==> config.mk <==
export PLATFORM = sky130hd
export DESIGN_NAME = bus_load_regs
export DESIGN_NICKNAME = d
export VERILOG_FILES = /design/src/rtl/bus_load_regs.sv
export SDC_FILE = /design/constraint.sdc
export NUM_CORES = 1
export LEC_CHECK = 0
export BUFFER_PORTS_ARGS = -buffer_cell sky130_fd_sc_hd__clkbuf_2
export CAP_MARGIN = 15
export CORE_MARGIN = 2
export CORE_UTILIZATION = 26
export CTS_BUF_LIST = sky130_fd_sc_hd__clkbuf_8
export DETAILED_ROUTE_END_ITERATION = 10
export PLACE_DENSITY = 0.6
export SLEW_MARGIN = 5
export SYNTH_ARGS = -nofsm -noshare
export SYNTH_HDL_FRONTEND = slang
export SYNTH_SLANG_ARGS = --single-unit
==> constraint.sdc <==
create_clock -name Clk -period 5.7 [get_ports Clk]
set_input_delay 0.285 -clock Clk [delete_from_list [all_inputs] [get_ports Clk]]
set_output_delay 0.285 -clock Clk [all_outputs]
set_load 0.01 [all_outputs]
==> src/rtl/bus_load_regs.sv <==
// Destination-register bank on the global bus plus the memory-write handshake.
// MAR/MDR are frozen while a write is in flight so memory sees a stable address/data pair.
module bus_load_regs #(
  parameter int unsigned      WIDTH    = 32,
  parameter logic [WIDTH-1:0] PC_RESET = '0,
  parameter int unsigned      TIMEOUT  = 16
) (
  input  logic             Clk,
  input  logic             Reset,
  input  logic [WIDTH-1:0] g_bus1,
  input  logic [WIDTH-1:0] g_bus2,
  input  logic             ld_pc,
  input  logic             ld_mar,
  input  logic             ld_mdr,
  input  logic             ld_ir,
  input  logic             ld_hilo,
  input  logic             mem_wr_start,
  input  logic             mem_ready,
  output logic [WIDTH-1:0] pc_out,
  output logic [WIDTH-1:0] mar_out,
  output logic [WIDTH-1:0] mdr_out,
  output logic [WIDTH-1:0] ir_out,
  output logic [WIDTH-1:0] hi_out,
  output logic [WIDTH-1:0] lo_out,
  output logic [WIDTH-1:0] mem_addr,
  output logic [WIDTH-1:0] mem_wdata,
  output logic             mem_we,
  output logic             mem_busy,
  output logic             mem_done,
  output logic             mem_err,
  output logic             ld_conflict
);

  localparam int unsigned    CntW    = $clog2(TIMEOUT);
  localparam logic [CntW-1:0] CntLast = CntW'(TIMEOUT - 1);

  typedef enum logic [1:0] {StIdle, StWrite, StDone} state_e;

  state_e            state_q, state_d;
  logic [CntW-1:0]   cnt_q, cnt_d;
  logic              err_q, err_d;
  logic              conflict_q, conflict_d;
  logic [WIDTH-1:0]  pc_q, mar_q, mdr_q, ir_q, hi_q, lo_q;

  assign mem_busy = (state_q != StIdle);
  assign mem_we   = (state_q == StWrite);
  assign mem_done = (state_q == StDone);
  assign mem_err  = err_q;
  assign ld_conflict = conflict_q;

  assign pc_out    = pc_q;
  assign mar_out   = mar_q;
  assign mdr_out   = mdr_q;
  assign ir_out    = ir_q;
  assign hi_out    = hi_q;
  assign lo_out    = lo_q;
  assign mem_addr  = mar_q;
  assign mem_wdata = mdr_q;

  always_ff @(posedge Clk or posedge Reset) begin
    if (Reset) begin
      pc_q  <= PC_RESET;
      mar_q <= '0;
      mdr_q <= '0;
      ir_q  <= '0;
      hi_q  <= '0;
      lo_q  <= '0;
    end else begin
      if (ld_pc) pc_q <= g_bus1;
      if (ld_ir) ir_q <= g_bus1;
      if (ld_hilo) begin
        lo_q <= g_bus1;
        hi_q <= g_bus2;
      end
      // Address/data held for the whole write; a load in IDLE with start lands first.
      if (ld_mar && !mem_busy) mar_q <= g_bus1;
      if (ld_mdr && !mem_busy) mdr_q <= g_bus1;
    end
  end

  always_comb begin
    state_d    = state_q;
    cnt_d      = cnt_q;
    err_d      = 1'b0;
    conflict_d = (mem_busy && (ld_mar || ld_mdr)) || (mem_wr_start && state_q != StIdle);
    unique case (state_q)
      StIdle: begin
        if (mem_wr_start) begin
          state_d = StWrite;
          cnt_d   = '0;
        end
      end
      StWrite: begin
        // An acknowledge on the final allowed cycle still counts as success.
        if (mem_ready) begin
          state_d = StDone;
        end else if (cnt_q == CntLast) begin
          state_d = StIdle;
          err_d   = 1'b1;
        end else begin
          cnt_d = cnt_q + 1'b1;
        end
      end
      StDone:  state_d = StIdle;
      default: state_d = StIdle;
    endcase
  end

  always_ff @(posedge Clk or posedge Reset) begin
    if (Reset) begin
      state_q    <= StIdle;
      cnt_q      <= '0;
      err_q      <= 1'b0;
      conflict_q <= 1'b0;
    end else begin
      state_q    <= state_d;
      cnt_q      <= cnt_d;
      err_q      <= err_d;
      conflict_q <= conflict_d;
    end
  end

endmodule
==> metrics.txt <==
status=completed; Final WS setup=3.87 ns; final worst-path cycle share=32.1%; Yosys top cell by area=dfrtp_1; Cell Area, Synth=0.00824 mm^2; DRT Pass-1 Iters=4; Synth cell types=28; CTS tree=done; Slew Limit Fails=0; worst skew pair latency=~0.48 ns; CP Launch Type=flip-flop; Core Util, Final=roughly a third; YS warnings=0; Worst Tran Pin Value=1.13 ns; total CTS buffers=17; Post-Place Cells=1162; Hold/Removal Path Class=primary input to flip-flop; # IOs=roughly 330; DRC viols=0; CP Data Arrival Time=2.20 ns; WL/cell=16.2 um; post-CTS setup buffer count=0; headroom to the max-slew limit=about a quarter; Hold Fails Final Rpt=0; Critical Setup Path Class=flip-flop to flip-flop; clock skew=0.0192 ns; Net Count, Synth=approximately 590; total of fill cells in the finished design=3139; P per Cell Area=399 mW/mm^2; Setup TNS=0 ns; Main synth FF type=dfrtp_1; dpl ws=slightly below 4 ns; antenna violations before repair=0; # hold bufs at CTS=34; fmax=approximately 550 MHz; dpl hpwl=between 10 and 15 mm; core footprint=0.0314 mm^2; Final Power=between 4 and 5 mW; global-route wire length before repair=30.0 mm; area post-placement=0.00980 mm^2; Tmin final=1.83 ns; register area share after synthesis=60.7%; worst-path maximum fanout=32; H-Tree Depth=4; CP required=between 6 and 7 ns; Mapped Cells=roughly 510; Die Width=182 um; final instance area=0.0105 mm^2; die area=0.0331 mm^2; Total GRT Usage=11.9%; Final setup viols=0; fraction of layout cells with a size suffix above 1=67.8%; register-to-register setup slack=about 3.9 ns; Peak VDD IR=0.184 mV; ant diodes=0; root buffer cell=clkbuf_8; Syn Area/Cell=16.1 um^2; num rows=65; # resized after CTS=0; count leader, synth=dfrtp_1; die height=approximately 180 um; RSZ-0062 raised after global routing=false; vias in the first global route=between 5000 and 6000; Worst setup EP type=flip-flop; initial core utilization=26.2%; largest net degree at the start of global routing=100; vias after detailed routing=5153; global route overflow=0; DR iter-0 viols=128; async set-reset flop share out of synthesis=between 90% and 100%; Post-synth top cells=dfrtp_1, mux2_2, buf_4; WHS=roughly 0.053 ns; IO buf count=~330; top post-synthesis cells by area=dfrtp_1, mux2_2, mux2_4; GP Congestion=0.717; area grow syn2layout=28.0%; Synth top area share=just over 60%; CTS Sinks=200; number of synthesized flops with an enable pin=0; remaining antenna violation count=0; Max Cap Viol=0; vias per inst=4.20; Worst-path clk slew=0.11 ns; Final #Nets=887; leak pwr=roughly 5.1 nW; Finished Layout Cells=roughly 1200; clk buf depth=2; post-synthesis register bit count=200; DRT Wirelength=between 15 and 20 mm
[registers in the layout, indices dropped and copies added, names as in the netlist]
signal       cells
ir_out          32
state_q          2
mar_out         32
hi_out          32
pc_out          32
cnt_q            4
ld_conflict      1
mdr_out         32
lo_out          32
mem_err          1
[worst max-delay path, cell delays in order (launching register included)]
cell and delay (ns):
dfrtp_1 0.45, nor2_2 0.19, and2_4 0.66, mux2_2 0.41
[cells in the final DEF, fill, tap and decap left out, drive strengths merged]
cell type      n
ha             1
o21ai          2
buf            3
and2           3
dfrtp        200
mux2i          1
a221oi         1
clkinv         1
bufinv         2
nand2b         3
and3           1
nand2          2
nor2           3
clkinvlp       3
clkbuf       351
a21oi          1
a211oi         2
or4b           1
o22ai          1
mux2         192
inv           12
dlygate4sd3   34
nor2b          2
a2bb2oi        2
nand3          1
nor3           1
[path summary, 6_finish.rpt]
path	start	endpoint	cells past startpoint
hold / removal	g_bus2[21]	hi_out[21]$_DFFE_PP0P_	2
setup / recovery	state_q[0]$_DFFE_PP0P_	mar_out[30]$_DFFE_PP0P_	3
max in group asynchronous	Reset	pc_out[13]$_DFFE_PP0P_	4
setup reg to reg	state_q[0]$_DFFE_PP0P_	mar_out[30]$_DFFE_PP0P_	3
min in group asynchronous	Reset	hi_out[23]$_DFFE_PP0P_	3
hold reg to reg	pc_out[31]$_DFFE_PP0P_	pc_out[31]$_DFFE_PP0P_	1
[report_power, final]
part	switching [mW]	total, mW	internal (mW)
clock network	0.526	0.944	0.418
logic	0.627	1.31	0.685
registers	0.249	1.95	1.70
total	1.40	4.21	2.81
[cell type report]
class / instances / area, um^2 / area share [%]
flip-flops and latches: 200 / 5000 / 47.5
multi-input cells: 220 / 2570 / 24.4
repair buffers: 369 / 2040 / 19.3
well taps: 402 / 503 / 4.77
clock buffers: 19 / 262 / 2.48
clock inverters: 13 / 140 / 1.33
inverters: 5 / 22.5 / 0.214
[cell families (layout without fill, tap and decap cells)]
family                   count (synthesis)  count (layout)  share of synthesized area (%)
AO/OA/AOI/OAI                            9               9                          0.759
adder cells (fa/ha/maj)                  1               1                          0.152
buffers and inverters                   92             406                           8.02
flip-flops                             200             200                           60.7
multiplexers                           193             193                           29.1
AND/OR/NAND/NOR                         17              17                           1.25
[per-layer routing]
metal / share of wire, % / global-route usage [%] / vias up
li1: - / - / 2295
met1: 43 / 14.9 / 2628
met2: 49 / 19.5 / 208
met3: 6.8 / 3.93 / 22
met4: 1.6 / 4.00 / 0
met5: 0 / 0 / -
(Power assumes the default switching activity.)
